$ cat config.mk
export PLATFORM = sky130hd
export DESIGN_NAME = rca_slot_lsq
export DESIGN_NICKNAME = d
export VERILOG_FILES = /design/src/rtl/rca_slot_lsq.sv
export SDC_FILE = /design/constraint.sdc
export NUM_CORES = 1
export LEC_CHECK = 0
export ABC_AREA = 1
export CORE_ASPECT_RATIO = 1.25
export CORE_UTILIZATION = 54
export DETAILED_ROUTE_END_ITERATION = 16
export HOLD_SLACK_MARGIN = 0.03
export PLACE_DENSITY = 0.9
export SLEW_MARGIN = 20
export SYNTH_ARGS = -nofsm -noshare
export SYNTH_HDL_FRONTEND = slang
export SYNTH_SLANG_ARGS = --single-unit
export TNS_END_PERCENT = 1
$ cat constraint.sdc
create_clock -name clk -period 9.3 [get_ports clk]
set_clock_uncertainty 0.1 [all_clocks]
set_input_delay 1.86 -clock clk [delete_from_list [all_inputs] [get_ports clk]]
set_output_delay 1.86 -clock clk [all_outputs]
set_load 0.02 [all_outputs]
$ cat src/rtl/rca_slot_lsq.sv
// Per-slot load/store queue: in-order request FIFO issuing to a single-ported data memory.
// Optional misalignment trap enabled by defining RCA_LSQ_MISALIGN_CHECK_EN (adds misalign_err).
module rca_slot_lsq #(
  parameter int unsigned DEPTH = 4,
  parameter int unsigned XLEN  = 32
) (
  input  logic            clk,
  input  logic            rst,
  input  logic [XLEN-1:0] addr,
  input  logic [XLEN-1:0] data,
  input  logic [2:0]      fn3,
  input  logic            load,
  input  logic            store,
  input  logic            new_request,
  output logic            lsq_full,
  output logic [XLEN-1:0] load_data,
  output logic            load_complete,
  output logic [XLEN-1:0] mem_addr,
  output logic [XLEN-1:0] mem_wdata,
  output logic [3:0]      mem_be,
  output logic            mem_re,
  output logic            mem_we,
  input  logic            mem_ack,
  input  logic            mem_rvalid,
  input  logic [XLEN-1:0] mem_rdata
`ifdef RCA_LSQ_MISALIGN_CHECK_EN
  ,
  output logic            misalign_err
`endif
);

  localparam int unsigned PW = $clog2(DEPTH);

  typedef enum logic [1:0] {IDLE, ISSUE, WAIT_RD} state_t;

  state_t          state_q, state_d;
  logic [PW:0]     wr_ptr_q, wr_ptr_d, rd_ptr_q, rd_ptr_d, count_q;
  logic [XLEN-1:0] q_addr [DEPTH];
  logic [XLEN-1:0] q_data [DEPTH];
  logic [2:0]      q_fn3  [DEPTH];
  logic [DEPTH-1:0] q_load;
  logic            full_q;
  logic [XLEN-1:0] ld_data_q, ld_data_d;
  logic            ld_cmp_q, ld_cmp_d;
  logic            push, pop, more;
  logic [XLEN-1:0] h_addr, h_data, shifted, ext, wdata;
  logic [2:0]      h_fn3;
  logic            h_load;
  logic [1:0]      off;
  logic [3:0]      be;

  assign push    = new_request && !full_q && (load ^ store);
  assign count_q = wr_ptr_q - rd_ptr_q;
  // Another entry remains after popping the head (including one arriving now).
  assign more    = (count_q > (PW+1)'(1)) || push;

  assign h_addr = q_addr[rd_ptr_q[PW-1:0]];
  assign h_data = q_data[rd_ptr_q[PW-1:0]];
  assign h_fn3  = q_fn3[rd_ptr_q[PW-1:0]];
  assign h_load = q_load[rd_ptr_q[PW-1:0]];

  // Halfword/word offsets snap to the naturally aligned container.
  always_comb begin
    off   = h_addr[1:0];
    be    = 4'b1111;
    wdata = h_data;
    unique case (h_fn3[1:0])
      2'b00: begin
        be    = 4'b0001 << off;
        wdata = {(XLEN/8){h_data[7:0]}};
      end
      2'b01: begin
        off   = {h_addr[1], 1'b0};
        be    = 4'b0011 << off;
        wdata = {(XLEN/16){h_data[15:0]}};
      end
      default: off = 2'b00;
    endcase
  end

  always_comb begin
    shifted = mem_rdata >> {off, 3'b000};
    unique case (h_fn3[1:0])
      2'b00:   ext = {{(XLEN-8){~h_fn3[2] & shifted[7]}}, shifted[7:0]};
      2'b01:   ext = {{(XLEN-16){~h_fn3[2] & shifted[15]}}, shifted[15:0]};
      default: ext = shifted;
    endcase
  end

`ifdef RCA_LSQ_MISALIGN_CHECK_EN
  logic mis;
  assign mis = ((h_fn3[1:0] == 2'b01) && h_addr[0]) ||
               (h_fn3[1] && (h_addr[1:0] != 2'b00));
`endif

  always_comb begin
    state_d   = state_q;
    pop       = 1'b0;
    mem_re    = 1'b0;
    mem_we    = 1'b0;
    mem_addr  = '0;
    mem_wdata = '0;
    mem_be    = '0;
    ld_data_d = ld_data_q;
    ld_cmp_d  = 1'b0;
`ifdef RCA_LSQ_MISALIGN_CHECK_EN
    misalign_err = 1'b0;
`endif
    unique case (state_q)
      IDLE: if ((count_q != '0) || push) state_d = ISSUE;
      ISSUE: begin
`ifdef RCA_LSQ_MISALIGN_CHECK_EN
        if (mis) begin
          pop          = 1'b1;
          misalign_err = 1'b1;
          if (h_load) begin
            ld_data_d = '0;
            ld_cmp_d  = 1'b1;
          end
          state_d = more ? ISSUE : IDLE;
        end else begin
`endif
          mem_re    = h_load;
          mem_we    = !h_load;
          mem_addr  = {h_addr[XLEN-1:2], 2'b00};
          mem_wdata = wdata;
          mem_be    = be;
          if (mem_ack) begin
            if (h_load) begin
              state_d = WAIT_RD;
            end else begin
              pop     = 1'b1;
              state_d = more ? ISSUE : IDLE;
            end
          end
`ifdef RCA_LSQ_MISALIGN_CHECK_EN
        end
`endif
      end
      WAIT_RD: if (mem_rvalid) begin
        pop       = 1'b1;
        ld_data_d = ext;
        ld_cmp_d  = 1'b1;
        state_d   = IDLE;
      end
      default: state_d = IDLE;
    endcase
    wr_ptr_d = wr_ptr_q + (PW+1)'(push);
    rd_ptr_d = rd_ptr_q + (PW+1)'(pop);
  end

  always_ff @(posedge clk) begin
    if (rst) begin
      state_q   <= IDLE;
      wr_ptr_q  <= '0;
      rd_ptr_q  <= '0;
      full_q    <= 1'b0;
      ld_data_q <= '0;
      ld_cmp_q  <= 1'b0;
    end else begin
      state_q   <= state_d;
      wr_ptr_q  <= wr_ptr_d;
      rd_ptr_q  <= rd_ptr_d;
      full_q    <= (wr_ptr_d - rd_ptr_d) == (PW+1)'(DEPTH);
      ld_data_q <= ld_data_d;
      ld_cmp_q  <= ld_cmp_d;
    end
  end

  always_ff @(posedge clk) begin
    if (push) begin
      q_addr[wr_ptr_q[PW-1:0]] <= addr;
      q_data[wr_ptr_q[PW-1:0]] <= data;
      q_fn3[wr_ptr_q[PW-1:0]]  <= fn3;
      q_load[wr_ptr_q[PW-1:0]] <= load;
    end
  end

  assign lsq_full      = full_q;
  assign load_data     = ld_data_q;
  assign load_complete = ld_cmp_q;

endmodule

==> metrics.cfg <==
[place]
placed_area_sq_um = 15740
placedCellCount = 1758
dp_slack_ns = 3.209
port-buffer-count = 207
hpwlAfterDp_mm = 21.93
routabilityCongestion = 0.9009

[logic_synthesis]
synth_top_family_by_area = simple AND/OR/NAND/NOR gates
synth_mux_area_share_pct = 0
yosys.area_share.adder_pct = 1.072
synth_simple_gate_area_share_pct = 17.05
synth_cells = 1289
synth_ff_type = edfxtp_1
synth_compound_area_share_pct = 9.248
synth_cell_type_count = 40
synthArstFlopShare_pct = 0
synth_area_per_cell_sq_um = 10.51
yosys_warnings = 0
synth_edf_count = 272
yosysSeqAreaShare_pct = 66.52
ys_seq_elements = 314
syn_area_sq_um = 13540
synthXorXnorAreaFrac_pct = 0.3880

[global_routing]
grt_pass1_wl_mm = 54.35
grt_pass1_vias = 10110
grt_overflow_total = 0
grt_util_all_layers_pct = 28.23
grt_max_degree = 84
antenna_found_initial = 4

[pwr]
ir_drop_uv = 275.2
p_total_w = 0.003924
powerDensity_nw_per_um2 = 235.6
p_leak_nw = 6.275

[final_layout]
design_area_sq_um = 16660
multiInputGateArea_sq_um = 3787
final_common_cell = nor2_1
final_cell_mix = nor2_1, edfxtp_1, clkdlybuf4s50_1, nand2_1, o21ai_0
layout.nets = 1576
area_growth_pct = 23.00
drive_gt1_share_pct = 5.537
seqCellArea_sq_um = 9014
fillCellCount = 1738
fin_cells = 1814

[floorplan]
die_area_sq_um = 25720
start_util_pct = 55.09
num_rows = 64
core_sq_um = 24580
die_h_um = 179.1
die_x_um = 143.6
io_pins = 210

[min_path]
timing.hold.worst.class = reg2reg
min_path_cells = 2

[timing]
worst_slack_ns = 2.562
max_freq_ghz = 0.1484
tightest_slew_ns = 1.068
setup_tns_ns = 0
fin_crit_sh_pct = 72.45
grt_setup_unrepaired = false
min_period_ns = 6.738
finalSetupViolations = 0
maxSlewViolCount = 0
finalHoldViolations = 0
slew_headroom_pct = 28.73

[job]
maxCapViolCount = 0

[detailed_routing]
totalWireLength_mm = 36.15
dr.first_iter.drc_count = 1171
via_count = 10370
wl_per_cell_um = 19.93
drc_errors = 0
drt_pass1_iterations = 5
viasPerCell = 5.715
ant_nets = 0

[clock_network]
htreeDepth = 1
holdBufCountCts = 0
postCtsResizedCells = 0
clockBufferDepth = 3
cts.reportedPaths.clkPinSlew_ns = 0.07
cts_made_buffers = 29
cts.sinks = 314
cts_tree = yes
cts_root_buffer = clkbuf_16
clock_latency_ns = 0.54
post-cts-setup-buffers = 0

[critical_path]
critical_path_required_ns = 7.34
ff2ff_path_depth = 12
worstSetupPathType = reg2out
arrival_ns = 4.78
crit_path_end_kind = output port
critPathMaxFanout = 61
cp-start-kind = register

[status]
status = finished clean

## routing by layer
metal	track usage [%]	vias up	share of wire (%)
li1	-	4760	-
met1	34.34	4907	37
met2	49.01	624	50
met3	5.743	76	9.9
met4	11.48	0	3.4
met5	0	-	0
## critical path, cell delays in order (launching register included)
cell and delay (ns):
dfxtp_4 0.78, clkinv_2 0.72, nand2_1 0.23, nand3_1 0.11, nand2_2 0.72, nand2_2 0.48
inv_2 0.31, nand2_1 0.11, nand2_1 0.13, a211oi_1 0.08, clkdlybuf4s50_1 0.56
## Yosys cell counts (all sizes together), types with 3 or more instances
library cell / count / share of area (%)
nor2: 284 / 7.9
edfxtp: 272 / 60
nand2: 161 / 4.6
o21ai: 121 / 4.5
inv: 103 / 2.9
nand3: 77 / 3.0
a21oi: 53 / 2.0
buf: 43 / 1.9
dfxtp: 42 / 6.2
clkbuf: 35 / 0.97
nand4: 17 / 0.79
o22ai: 12 / 0.55
a32o: 10 / 0.74
ha: 10 / 0.92
nor3: 10 / 0.37
o221a: 7 / 0.58
or2: 6 / 0.28
a211oi: 5 / 0.28
xnor2: 5 / 0.32
o22a: 4 / 0.26
a32oi: 3 / 0.19
## power by group
group	leakage [nW]	internal, W	switching, W
clock	0.441	0.000659	0.000495
sequential	2.82	0.00161	0.0000437
combinational	3.02	0.000410	0.000703
## logic make-up after synthesis
kind of cell             count (synthesis)
buffers and inverters                  181
AND/OR/NAND/NOR                        557
XOR/XNOR                                 6
AO/OA/AOI/OAI                          219
flip-flops                             314
adder cells (fa/ha/maj)                 11
other                                    1
## area by class of cell
class,instances,area share [%]
Tap cell,330,2.479
Timing Repair Buffer,216,12.84
Clock buffer,40,4.604
Antenna cell,3,0.04507
Inverter,103,2.328
Sequential cell,314,54.11
Clock inverter,13,0.8562
Multi-Input combinational cell,795,22.74
## through the flow
stage                     hold slack (ns)  utilization (%)
final                              0.4333            67.76
after CTS                          0.4266            67.73
after global routing               0.4883            67.74
after floorplan                    0.3775                -
after detailed placement           0.4115            64.03
after global placement             0.3996            64.03
## worst paths after layout
check	startpoint	end	slack, ns
setup / recovery	rd_ptr_q[0]$_SDFF_PP0_	mem_wdata[29]	2.56
hold / removal	state_q[1]$_SDFFE_PP0P_	state_q[1]$_SDFFE_PP0P_	0.43
setup reg to reg	rd_ptr_q[0]$_SDFF_PP0_	load_data[30]$_SDFFE_PP0P_	4.76
hold reg to reg	state_q[1]$_SDFFE_PP0P_	state_q[1]$_SDFFE_PP0P_	0.43
## state kept, by name, indices dropped and copies added (netlist names)
signal / cells
load_data: 32
state_q: 2
q_load: 4
q_addr: 128
q_fn3: 12
wr_ptr_q: 3
lsq_full: 1
load_complete: 1
rd_ptr_q: 3
q_data: 128
Note: power is estimated with default switching activity, not from simulation.
